**src/rtl/bit_scan_pkg.sv**
```systemverilog
// Shared definitions for the bit-scan sequencer.
//
// Contents:
//    state_t   - sequencer state encoding (ST_IDLE, ST_DRAIN)
//    BSR_WIDTH - default request vector width
//
// Optional feature macro used by the sequencer: BIT_SCAN_SEQ_ZERO_BEAT_EN
package bit_scan_pkg;

   // Sequencer states: idle waits for a vector; drain emits one set bit per beat.
   typedef enum logic {
      ST_IDLE  = 1'b0,
      ST_DRAIN = 1'b1
   } state_t;

   localparam int BSR_WIDTH = 4;

endpackage : bit_scan_pkg

```
**src/rtl/bit_scan_sequencer_encoder.sv**
```systemverilog
// msb_index_encoder: combinational most-significant-set-bit encoder.
//
// Ports:
//    vec  in   WIDTH  vector to scan
//    idx  out  IDX_W  index of the highest set bit (0 when vec is zero)
//    mask out  WIDTH  one-hot mask of that bit (all zero when vec is zero)
module msb_index_encoder
   import bit_scan_pkg::*;
#(
   parameter int WIDTH = BSR_WIDTH,
   parameter int IDX_W = $clog2(WIDTH)
) (
   input  logic [WIDTH-1:0] vec,
   output logic [IDX_W-1:0] idx,
   output logic [WIDTH-1:0] mask
);

   // Scan upward so the last set bit seen, i.e. the highest, is the one kept.
   always_comb begin
      idx  = '0;
      mask = '0;
      for (int i = 0; i < WIDTH; i++) begin
         if (vec[i]) begin
            idx     = IDX_W'(i);
            mask    = '0;
            mask[i] = 1'b1;
         end
      end
   end

endmodule : msb_index_encoder

```
**src/rtl/bit_scan_sequencer.sv**
```systemverilog
// bit_scan_sequencer: accepts a request vector over a valid/ready handshake
// and drains it one set bit per output beat, highest index first.
//
// Ports:
//    clk        in   1      rising-edge clock
//    rst        in   1      synchronous reset, active-high
//    in_valid   in   1      in_vec is presented
//    in_ready   out  1      block accepts in_vec this cycle
//    in_vec     in   WIDTH  request vector, bit WIDTH-1 highest priority
//    out_valid  out  1      out_idx/out_last are valid
//    out_ready  in   1      consumer takes the current beat
//    out_idx    out  IDX_W  index of highest pending set bit
//    out_last   out  1      current beat is the final bit of this vector
//    busy       out  1      a vector is being drained
//    out_zero   out  1      (BIT_SCAN_SEQ_ZERO_BEAT_EN only) beat stands for an all-zero vector
//
// Optional feature macro: BIT_SCAN_SEQ_ZERO_BEAT_EN. When defined, an accepted
// all-zero vector produces a single beat flagged by out_zero instead of being
// silently consumed.
module bit_scan_sequencer
   import bit_scan_pkg::*;
#(
   parameter int WIDTH = BSR_WIDTH,
   parameter int IDX_W = $clog2(WIDTH)
) (
   input  logic             clk,
   input  logic             rst,
   input  logic             in_valid,
   output logic             in_ready,
   input  logic [WIDTH-1:0] in_vec,
   output logic             out_valid,
   input  logic             out_ready,
   output logic [IDX_W-1:0] out_idx,
   output logic             out_last,
   output logic             busy
`ifdef BIT_SCAN_SEQ_ZERO_BEAT_EN
   ,
   output logic             out_zero
`endif
);

   state_t           state_q, state_d;
   logic [WIDTH-1:0] pending_q, pending_d;
   logic [WIDTH-1:0] clr_mask;
   logic [IDX_W-1:0] enc_idx;
   logic             draining;
   logic             last_bit;

   msb_index_encoder #(
      .WIDTH (WIDTH),
      .IDX_W (IDX_W)
   ) u_encoder (
      .vec  (pending_q),
      .idx  (enc_idx),
      .mask (clr_mask)
   );

   // Output side is purely a function of the registered pending vector, so
   // it holds steady for as long as the consumer stalls.
   always_comb begin
      draining  = (state_q == ST_DRAIN);
      last_bit  = ((pending_q & ~clr_mask) == '0);
      out_valid = draining;
      busy      = draining;
      out_idx   = enc_idx;
      // last_bit is trivially true on an empty idle vector; gate it so
      // out_last only ever qualifies a real beat.
      out_last  = draining && last_bit;
      // Accept a new vector while idle, or in the same cycle the final beat
      // leaves, so consecutive vectors drain without an idle gap.
      in_ready  = !draining || (out_ready && last_bit);
`ifdef BIT_SCAN_SEQ_ZERO_BEAT_EN
      out_zero  = draining && (pending_q == '0);
`endif
   end

   // Next-state logic: clear the emitted bit on each accepted beat, then let
   // a new vector (if one is accepted this cycle) override the result.
   always_comb begin
      state_d   = state_q;
      pending_d = pending_q;
      if (draining && out_ready) begin
         pending_d = pending_q & ~clr_mask;
         if (last_bit) begin
            state_d = ST_IDLE;
         end
      end
      if (in_ready && in_valid) begin
         pending_d = in_vec;
`ifdef BIT_SCAN_SEQ_ZERO_BEAT_EN
         state_d   = ST_DRAIN;
`else
         state_d   = (in_vec != '0) ? ST_DRAIN : ST_IDLE;
`endif
      end
   end

   // State register with synchronous reset.
   always_ff @(posedge clk) begin
      if (rst) begin
         state_q   <= ST_IDLE;
         pending_q <= '0;
      end else begin
         state_q   <= state_d;
         pending_q <= pending_d;
      end
   end

endmodule : bit_scan_sequencer

```
**config.mk**
```make
export PLATFORM = sky130hd
export DESIGN_NAME = bit_scan_sequencer
export DESIGN_NICKNAME = d
export VERILOG_FILES = /design/src/rtl/bit_scan_pkg.sv /design/src/rtl/bit_scan_sequencer_encoder.sv /design/src/rtl/bit_scan_sequencer.sv
export SDC_FILE = /design/constraint.sdc
export NUM_CORES = 1
export LEC_CHECK = 0
export ABC_AREA = 1
export CORE_AREA = 2 2 39 41
export CTS_CLUSTER_SIZE = 28
export DETAILED_ROUTE_END_ITERATION = 10
export DIE_AREA = 0 0 41 43
export HOLD_SLACK_MARGIN = 0.06
export SETUP_SLACK_MARGIN = 0.15
export SKIP_LAST_GASP = 1
export SYNTH_ARGS = -nofsm -noshare
export SYNTH_HDL_FRONTEND = slang
export SYNTH_HIERARCHICAL = 1
export SYNTH_SLANG_ARGS = --single-unit
```
**constraint.sdc**
```tcl
create_clock -name clk -period 2.9 [get_ports clk]
set_input_delay 0.435 -clock clk [delete_from_list [all_inputs] [get_ports clk]]
set_output_delay 0.435 -clock clk [all_outputs]
set_load 0.1 [all_outputs]
```
# Yosys cells after proc, flatten, opt, wreduce, memory -nomap -nowiden
# Cells that the tools add are included.
classes:
  muxes: 13
  bitwise: 2
  reduce_logical: 11
ops:
  columns: ["cell", "count"]
  rows:
  - ["$mux W4", 3]
  - ["$mux W1", 6]
  - ["$mux W2", 3]
  - ["$and A4 B4 Y4", 1]
  - ["$logic_and A1 B1 Y1", 4]
  - ["$logic_not A4 Y1", 1]
  - ["$not A4 Y4", 1]
  - ["$reduce_bool A2 Y1", 2]
  - ["$reduce_bool A4 Y1", 1]
  - ["$mux W3", 1]
  - ["$reduce_and A2 Y1", 1]
  - ["$logic_not A1 Y1", 1]
  - ["$logic_or A1 B1 Y1", 1]
word_totals:
  register_bits: 5
  out_inout_bits: 6
  wordCells: 28

# Logic depth before layout (Yosys ltp)
# Gate-level depths: netlist (run 1).
logic_depth:
  word_depth: 12
  ltp_mapped: 14
  ltp_nobuf: 14

# Hierarchy
# The synthesis (run 1) kept the hierarchy.
modules_own_cells:
  columns: ["module", "n_inst", "cells_each", "area_per_inst_um2", "seq_area_each_um2"]
  rows:
  - ["bit_scan_sequencer", 1, 60, 375.4, 100.1]
  - ["msb_index_encoder", 1, 10, 45.0, 0.0]

# Worst setup path after synthesis (run 1)
# No wires, ideal clock.
synth_timing:
  path_kind: "reg-to-output"
  from: "reg state_q, in the netlist busy"
  to: "out out_last"
  arrival_ps: 3389
  setup_slack_ps: -924
  path_stages_with_launch: 2
  n_path_buf: 0
  cell_sequence: "dfxtp_1 -> nor3b_1"
synth_between:
  elab_chain_len: 1
synth_lines:
  columns: ["item", "line", "source"]
  rows:
  - ["from (decl)", "bit_scan_sequencer.sv:42", "state_t state_q, state_d;"]
  - ["from (signal assigned)", "bit_scan_sequencer.sv:104", "state_q <= state_d;"]
  - ["$logic_and A1 B1 Y1", "bit_scan_sequencer.sv:68", "out_last = draining && last_bit;"]
  - ["to (decl)", "bit_scan_sequencer.sv:34", "output logic out_last,"]
# No other way between the ends.

# Worst setup path in the final report (run 1)
layout_timing:
  from: "reg pending_q[3]"
  to: "out in_ready"
layout_between:
  elab_chain_len: 6
layout_lines:
  columns: ["item", "line", "source"]
  rows:
  - ["from (decl)", "bit_scan_sequencer.sv:43", "logic [WIDTH-1:0] pending_q, pending_d;"]
  - ["from (signal assigned)", "bit_scan_sequencer.sv:105", "pending_q <= pending_d;"]
  - ["$mux W4", "bit_scan_sequencer_encoder.sv:23", "if (vec[i]) begin"]
  - ["via clr_mask[0]", "bit_scan_sequencer.sv:44", "logic [WIDTH-1:0] clr_mask;"]
  - ["$not A4 Y4", "bit_scan_sequencer.sv:62", "last_bit = ((pending_q & ~clr_mask) == '0);"]
  - ["$and A4 B4 Y4", "bit_scan_sequencer.sv:62", null]
  - ["$logic_not A4 Y1", "bit_scan_sequencer.sv:62", null]
  - ["$logic_and A1 B1 Y1", "bit_scan_sequencer.sv:71", "in_ready = !draining || (out_ready && last_bit);"]
  - ["$logic_or A1 B1 Y1", "bit_scan_sequencer.sv:71", null]
  - ["to (decl)", "bit_scan_sequencer.sv:29", "output logic in_ready,"]
# The timed path passes the listed nets, and every way through them passes these cells.

==> flow_metrics.env, run 1 <==
export IMPL_outcome="finished, final reports clean"
export IMPL_min_delay_start="pending_q[0]$_SDFFE_PP0P_"
export IMPL_antenna_found_initial=0
export IMPL_hold_viol=0
export IMPL_cts_tree="built"
export IMPL_core_area_um2=1384
export IMPL_synth_top_area_cell="dfxtp_1"
export IMPL_start_util_pct=30.38
export IMPL_drv_cap=0
export IMPL_ys_flop_type="dfxtp_1"
export IMPL_via_per_inst=4.257
export IMPL_clockBufferDepth=2
export IMPL_clkLatencyLatePin_ns=0.24
export IMPL_p_leak_nw=0.3291
export IMPL_yosysTopAreaCellShare_pct=23.81
export IMPL_cp_end_kind="primary output"
export IMPL_ctsHoldBuffers=0
export IMPL_grt_setup_unrepaired="false"
export IMPL_max_stage_delay_ns=0.35
export IMPL_drtAntennaViolNets=0
export IMPL_slew_viol_final=0
export IMPL_synth_area_leaders="dfxtp_1, inv_1, nand2_1, nand3_1, nand2_2"
export IMPL_fin_setup_tns_ns=0
export IMPL_max_freq_ghz=0.4967
export IMPL_r2r_start="pending_q[3]$_SDFFE_PP0P_"
export IMPL_cp_required_ns=2.47
export IMPL_final_layout_size_suffix_gt1_share_pct=25.88
export IMPL_p_total_uw=332.8
export IMPL_hp_class="register to register"
export IMPL_synthesis_area_um2=420.4
export IMPL_nNetsFinal=94
export IMPL_syn_area_per_cell_um2=6.006
export IMPL_dieArea_um2=1763
export IMPL_crit_chain="inv_2 > nand2_2 > nor2_1 > inv_1 > nand2_1 > nand2_1 > nor2_2 > nand2_2 > nand2_4 > buf_4"
export IMPL_die_w_um=41
export IMPL_cpMaxStageDelayCell="dfxtp_1"
export IMPL_clk_pin_slew_ns=0.04
export IMPL_yosysMostFrequentCell="inv_1"
export IMPL_worstPathArrival_ns=1.58
export IMPL_post_cts_resized=0
export IMPL_cp_max_fo=7
export IMPL_cts_root_buffer_cell="clkbuf_4"
export IMPL_numPortBuffers=13
export IMPL_synth_warnings=6
export IMPL_vias=430
export IMPL_hpwl_um=670.3
export IMPL_area_growth_pct=36.01
export IMPL_wirelength_um=845
export IMPL_finalCriticalPeriod_ns=2.013
export IMPL_final_setup_viol_count=0
export IMPL_grt_usage_pct=13.15
export IMPL_synth_common_cells="inv_1, nand2_1, nand3_1"
export IMPL_whs_path_depth=4
export IMPL_cp_start_kind="register"
export IMPL_grt_max_degree=9
export IMPL_yosysUniqueCellTypes=16
export IMPL_ys_seq_elements=5
export IMPL_whs_endpoint="pending_q[0]$_SDFFE_PP0P_"
export IMPL_synth_edf_count=0
export IMPL_slew_headroom_pct=77.96
export IMPL_first_pass_iters=4
export IMPL_wire_per_inst_um=8.366
export IMPL_r2r_cells=14
export IMPL_drc=0
export IMPL_rows=14
export IMPL_clock_sinks=5
export IMPL_htreeDepth=1
export IMPL_cts_inserted_buffers=3
export IMPL_skew_ns=0.0009509
export IMPL_grt_pass1_wl_um=1504
export IMPL_synthCells=70
export IMPL_synth_fp_nets=78
export IMPL_crit_type="register to primary output"
export IMPL_ys_seq_area_share_pct=23.81
export IMPL_period_share_pct=69.42
export IMPL_r2r_slack_ns=1.47
export IMPL_tightest_slew_ns=0.3301
export IMPL_post_cts_buffers=0
export IMPL_drt_initial_drc_count=7
export IMPL_grt_ovfl_total=0
export IMPL_grt_pass1_vias=359
export IMPL_antenna_cells=0
export IMPL_io_pins=14
export IMPL_power_density_nw_per_um2=582.0
export IMPL_rr_endpoint="pending_q[0]$_SDFFE_PP0P_"
export IMPL_vdd_drop_max_uv=230.5
export IMPL_gp_congestion=0.7396
export IMPL_chipHeight_um=43
export IMPL_async_flop_share_pct=0
-- where the power goes --
group          internal [mW]  leakage (nW)  total (mW)  switching (mW)
sequential            0.0761        0.0415      0.0856         0.00948
combinational         0.0460         0.273       0.166           0.120
clock                 0.0521        0.0150      0.0812          0.0291
-- metal layers --
layer,wire [µm],up-vias,share of wire (%),GRT usage (%)
met3,45,4,5.3,6.283
met2,366,9,43,15.94
met5,0,-,0,0
met1,415,178,49,18.01
met4,17,0,2.0,8.000
li1,-,239,-,-
-- final cells by class --
type / instances / area [µm²]
clock buffers: 4 / 26.28
fillers: 152 / 812.0
inverters: 21 / 78.83
multi-input cells: 42 / 231.5
flip-flops and latches: 5 / 100.1
well taps: 16 / 20.02
repair buffers: 13 / 115.1
-- through the flow --
step	area, µm²	hold WS (ns)	utilization [%]	setup WS [ns]	cells
floorplan	425.4	0.5068	-	0.01496	70
global placement	545.5	0.5628	39.42	1.074	97
detailed placement	545.5	0.5706	39.42	1.055	97
CTS	571.8	0.5863	41.32	0.8643	101
global route	571.8	0.6616	41.32	0.7387	101
finish	571.8	0.5799	41.32	0.8868	101
-- how the worst max path moves through the flow --
stage,start,endpoint,slack [ns],cells after the start
2_1_floorplan,busy$_SDFFE_PP0P_,out_last,0.01,1
3_3_place_gp,out_ready,in_ready,1.07,4
3_5_place_dp,out_ready,in_ready,1.05,4
4_1_cts,pending_q[3]$_SDFFE_PP0P_,in_ready,0.86,10
5_1_grt,pending_q[3]$_SDFFE_PP0P_,in_ready,0.74,10
6_report,pending_q[3]$_SDFFE_PP0P_,in_ready,0.89,10
-- sequential cells by signal, indices dropped and copies added, names as in the netlist --
signal / count
busy: 1
pending_q: 4
-- cells by family after synthesis --
group	Yosys count	synth area share [%]
AOI/OAI and AO/OA	7	11.61
buffers and inverters	23	22.32
DFF	5	23.81
and+or+nand+nor	35	42.26
-- critical path: cells and delay by family, from the launching register on --
kind	cells	cell delay [ns]
flip-flops	1	0.35
buffers and inverters	3	0.42
AND/OR/NAND/NOR	7	0.55
-- layout by cell type, fill, tap and decap left out --
| cell type | Yosys | final |
|---|---|---|
| nand2_4 | 2 | 2 |
| nand2_1 | 13 | 13 |
| clkbuf_4 | 0 | 3 |
| clkbuf_1 | 0 | 1 |
| nand2_2 | 5 | 5 |
| dfxtp_1 | 5 | 5 |
| nor2_1 | 4 | 4 |
| nor4_1 | 1 | 1 |
| o21ai_4 | 1 | 1 |
| nor3b_2 | 0 | 1 |
| o21a_1 | 1 | 1 |
| o21ai_1 | 4 | 5 |
| buf_4 | 2 | 6 |
| inv_2 | 3 | 3 |
| clkdlybuf4s50_1 | 0 | 7 |
| nor2_2 | 1 | 1 |
| inv_1 | 18 | 18 |
| nand3_1 | 8 | 8 |
Power figures use the tool's default switching activity.
==> run 2: changes to the inputs <==
- clock period: 2.9 -> 1.7 ns (I/O delays scaled with it)
==> flow_metrics.env, run 2 (synthesized netlist as in run 1, its figures left out) <==
export IMPL_outcome="finished, violations left"
export IMPL_violations="negative setup slack"
export IMPL_clkLatencyLatePin_ns=0.24
export IMPL_hold_viol=0
export IMPL_start_util_pct=30.38
export IMPL_drt_initial_drc_count=9
export IMPL_clk_pin_slew_ns=0.04
export IMPL_whs_path_depth=2
export IMPL_cts_tree="built"
export IMPL_core_area_um2=1384
export IMPL_nNetsFinal=104
export IMPL_vias=501
export IMPL_clock_power_share_pct=19.3
export IMPL_grt_setup_unrepaired="true"
export IMPL_cp_end_kind="primary output"
export IMPL_drv_cap=0
export IMPL_p_sw_share_pct=45.46
export IMPL_final_common_cell="inv_1"
export IMPL_cts_inserted_buffers=3
export IMPL_area_growth_pct=96.13
export IMPL_whs_endpoint="busy$_SDFFE_PP0P_"
export IMPL_slew_viol_final=0
export IMPL_grt_pass1_vias=408
export IMPL_largest_register="pending_q"
export IMPL_cts_root_buffer_cell="clkbuf_4"
export IMPL_place_ws_ns=0.1764
export IMPL_switching_power_uw=327.4
export IMPL_clockBufferDepth=2
export IMPL_rr_endpoint="pending_q[0]$_SDFFE_PP0P_"
export IMPL_wire_per_inst_um=9.946
export IMPL_hp_class="input port to register"
export IMPL_cp_start_kind="register"
export IMPL_io_pins=14
export IMPL_min_delay_start="rst"
export IMPL_max_freq_ghz=0.5849
export IMPL_power_density_nw_per_um2=873.5
export IMPL_fin_setup_tns_ns=-0.009677
export IMPL_worstPathArrival_ns=1.45
export IMPL_vdd_drop_max_uv=412.4
export IMPL_final_layout_size_suffix_gt1_share_pct=51.58
export IMPL_grt_ovfl_total=0
export IMPL_htreeDepth=1
export IMPL_dieArea_um2=1763
export IMPL_via_per_inst=4.514
export IMPL_hpwl_um=732.4
export IMPL_fill_cells=122
export IMPL_cpMaxStageDelayCell="dfxtp_2"
export IMPL_chipHeight_um=43
export IMPL_p_leak_nw=0.4240
export IMPL_drc=0
export IMPL_r2r_slack_ns=0.16
export IMPL_crit_type="register to primary output"
export IMPL_rows=14
export IMPL_cp_max_fo=3
export IMPL_tightest_slew_ns=0.2863
export IMPL_grt_pass1_wl_um=1697
export IMPL_max_stage_delay_ns=0.32
export IMPL_numPortBuffers=13
export IMPL_crit_family="simple AND/OR/NAND/NOR gates"
export IMPL_period_share_pct=100.6
export IMPL_final_setup_viol_count=1
export IMPL_wirelength_um=1104
export IMPL_largest_reg_flops=4
export IMPL_final_core_util_pct=59.58
export IMPL_clock_sinks=5
export IMPL_finalCriticalPeriod_ns=1.710
export IMPL_cp_num_buf_inv=3
export IMPL_first_pass_iters=4
export IMPL_seqPwrFrac_pct=20.8
export IMPL_antenna_found_initial=0
export IMPL_p_int_uw=392.8
export IMPL_die_w_um=41
export IMPL_grt_max_degree=9
export IMPL_combPwrFrac_pct=59.9
export IMPL_grt_usage_pct=14.79
export IMPL_drtAntennaViolNets=0
export IMPL_r2r_start="pending_q[1]$_SDFFE_PP0P_"
export IMPL_skew_ns=0.003777
export IMPL_crit_chain="inv_2 > nand2_1 > nor2_2 > inv_1 > nand2_2 > nand2_4 > nor3b_4 > buf_12"
export IMPL_gp_congestion=0.8106
export IMPL_slew_headroom_pct=80.91
export IMPL_r2r_cells=15
export IMPL_final_cell_mix="inv_1, buf_4, nand2_2, nand2_1, clkdlybuf4s50_1"
export IMPL_setup_ws_ns=-0.009677
export IMPL_cp_required_ns=1.44
export IMPL_antenna_cells=0
-- run 2: changes by cell type in the layout (fill, tap and decap cells not counted), sizes merged --
cell  before  now
buf        6   16
-- run 2: area by class of cell --
type | count | area, µm² | area share [%]
Sequential cell | 5 | 110.1 | 13.35
Clock buffer | 4 | 26.28 | 3.187
Tap cell | 16 | 20.02 | 2.428
Timing Repair Buffer | 23 | 269.0 | 32.63
Multi-Input combinational cell | 42 | 315.3 | 38.24
Inverter | 21 | 83.83 | 10.17
-- run 2: power groups by stage --
stage	clock network [mW]	logic, mW	registers (mW)
2_1_floorplan	0	0.237	0.162
3_3_place_gp	0	0.357	0.153
3_5_place_dp	0	0.358	0.153
4_1_cts	0.150	0.390	0.150
5_1_grt	0.160	0.455	0.152
6_report	0.139	0.431	0.150
-- run 2: through the flow --
stage                     hold slack [ns]  cells  instance area (µm²)  power, mW
after detailed placement           0.5748     98                663.1     0.5111
after global routing               0.5869    111                824.5     0.7669
final                              0.5755    111                824.5     0.7202
after global placement             0.5710     98                663.1     0.5093
after floorplan                    0.3194     70                460.4     0.3993
after CTS                          0.5624    108                753.2     0.6896
-- run 2: worst max path at each step --
| stage | start | end | cells past startpoint |
|---|---|---|---|
| 2_1_floorplan | pending_q[1]$_SDFFE_PP0P_ | out_idx[0] | 2 |
| 3_5_place_dp | pending_q[2]$_SDFFE_PP0P_ | in_ready | 10 |
| 4_1_cts | pending_q[2]$_SDFFE_PP0P_ | in_ready | 10 |
| 3_3_place_gp | pending_q[2]$_SDFFE_PP0P_ | in_ready | 10 |
| 5_1_grt | pending_q[1]$_SDFFE_PP0P_ | out_last | 8 |
| 6_report | pending_q[1]$_SDFFE_PP0P_ | out_last | 8 |
-- run 2: timing repair --
action                                 4_1_cts  5_1_grt
endpoints found under the hold margin        0        0
pin swaps                                    4        8
buffers inserted                             6        3
resized for setup                            9       13
hold buffers                                 0        0
setup endpoints to repair                    2        7
-- run 2: routing by layer --
metal  vias up  global-route usage [%]  wire length (µm)
met1       232                   19.09               478
met4         0                   16.00                48
li1        256                       -                 -
met3         5                   1.571                18
met5         -                       0                 0
met2         8                   19.06               559
==> run 3: changes to the inputs <==
- CORE_AREA: 2 2 39 41 -> 8 8 45 47
- DIE_AREA: 0 0 41 43 -> 0 0 53 55
==> flow_metrics.env, run 3 (synthesized netlist as in run 1, its figures left out) <==
export IMPL_outcome="finished, violations left"
export IMPL_violations="negative setup slack"
export IMPL_hold_slack_ns=0.5699
export IMPL_final_common_cell="inv_1"
export IMPL_skew_ns=0.0007383
export IMPL_grt_usage_pct=9.066
export IMPL_cp_required_ns=1.44
export IMPL_wirelength_um=1476
export IMPL_fin_cells=115
export IMPL_clockBufferDepth=2
export IMPL_period_share_pct=100.7
export IMPL_grt_ovfl_total=0
export IMPL_antenna_found_initial=0
export IMPL_drc=0
export IMPL_cts_root_buffer_cell="clkbuf_4"
export IMPL_fill_cells=105
export IMPL_htreeDepth=1
export IMPL_rows=14
export IMPL_largest_reg_flops=4
export IMPL_cp_start_kind="register"
export IMPL_crit_type="register to primary output"
export IMPL_drv_cap=0
export IMPL_area_growth_pct=112.5
export IMPL_antenna_cells=0
export IMPL_grt_pass1_wl_um=1883
export IMPL_grt_setup_unrepaired="true"
export IMPL_clkLatencyLatePin_ns=0.24
export IMPL_cts_inserted_buffers=3
export IMPL_grt_max_degree=9
export IMPL_largest_register="pending_q"
export IMPL_clock_sinks=5
export IMPL_setup_ws_ns=-0.01214
export IMPL_core_area_um2=1384
export IMPL_io_pins=14
export IMPL_grt_pass1_vias=454
export IMPL_final_setup_viol_count=2
export IMPL_clk_pin_slew_ns=0.04
export IMPL_gp_congestion=0.8169
export IMPL_first_pass_iters=4
export IMPL_fin_setup_tns_ns=-0.01630
export IMPL_vdd_drop_max_uv=396.4
export IMPL_die_w_um=53
export IMPL_max_freq_ghz=0.5841
export IMPL_p_leak_nw=0.4538
export IMPL_numPortBuffers=13
export IMPL_nNetsFinal=108
export IMPL_hpwl_um=818.9
export IMPL_power_density_nw_per_um2=852.7
export IMPL_slew_headroom_pct=80.06
export IMPL_vias=531
export IMPL_cp_end_kind="primary output"
export IMPL_r2r_start="pending_q[3]$_SDFFE_PP0P_"
export IMPL_ff_latch_area_um2=111.4
export IMPL_wire_per_inst_um=12.83
export IMPL_cts_tree="built"
export IMPL_drt_initial_drc_count=8
export IMPL_finalCriticalPeriod_ns=1.712
export IMPL_dieArea_um2=2915
export IMPL_chipHeight_um=55
export IMPL_startpoint="pending_q[3]$_SDFFE_PP0P_"
export IMPL_hold_viol=0
export IMPL_cp_max_fo=3
export IMPL_drtAntennaViolNets=0
export IMPL_via_per_inst=4.617
export IMPL_slew_viol_final=0
export IMPL_p_total_uw=761.7
export IMPL_worstPathArrival_ns=1.46
export IMPL_tightest_slew_ns=0.2990
export IMPL_multi_input_area_um2=339.1
export IMPL_start_util_pct=30.38
export IMPL_final_cell_mix="inv_1, buf_4, nand2_2, clkdlybuf4s50_1"
export IMPL_final_layout_size_suffix_gt1_share_pct=57.58
export IMPL_dp_cells=98
export IMPL_min_delay_start="rst"
export IMPL_hp_class="input port to register"
[run 3: worst max-delay path, stage by stage, from the launching register on]
cell and delay (ns):
dfxtp_4 0.36, inv_4 0.08, nand2_8 0.06, nor2_4 0.11, inv_2 0.04, nand2_2 0.08, nand2_4 0.08, nor3b_4 0.21
buf_12 0.20
[run 3: final timing paths]
kind	endpoint	slack (ns)	depth (start not counted)
min reg2reg	pending_q[0]$_SDFFE_PP0P_	0.60	4
min	busy$_SDFFE_PP0P_	0.57	2
max	out_last	-0.01	8
max reg2reg	pending_q[1]$_SDFFE_PP0P_	0.01	16
[run 3: report_power, final]
part	total (mW)	internal, mW	switching, mW
combinational	0.476	0.195	0.280
sequential	0.154	0.132	0.0219
clock	0.132	0.0884	0.0437
[run 3: cell type report]
cell class                 instances  share of cell area, %
multi-input combinational         42                  37.96
timing repair buffer              27                  34.73
sequential                         5                  12.47
inverter                          21                  9.664
clock buffer                       4                  2.941
tap                               16                  2.241
[run 3: what timing repair did]
| action | in CTS | in global routing |
|---|---|---|
| pin swaps | 4 | 10 |
| hold buffers | 0 | 0 |
| resized for setup | 9 | 25 |
| setup buffers | 12 | 1 |
| endpoints found under the setup margin | 2 | 7 |
[run 3: layer usage]
layer / routed length, µm / up-vias / part of all wire, % / global-route usage, %
li1: - / 268 / - / -
met1: 548 / 246 / 37 / 8.498
met2: 832 / 13 / 56 / 16.80
met3: 47 / 4 / 3.2 / 1.604
met4: 47 / 0 / 3.2 / 7.759
met5: 0 / - / 0 / 0
[run 3: per-stage QoR]
stage	setup slack (ns)	utilization, %	instance area, µm²
after CTS	0.005651	57.87	800.8
after detailed placement	0.1969	47.92	663.1
after floorplan	-0.2875	-	460.4
after global routing	-0.08288	64.56	893.4
final	-0.01214	64.56	893.4
after global placement	0.2047	47.92	663.1
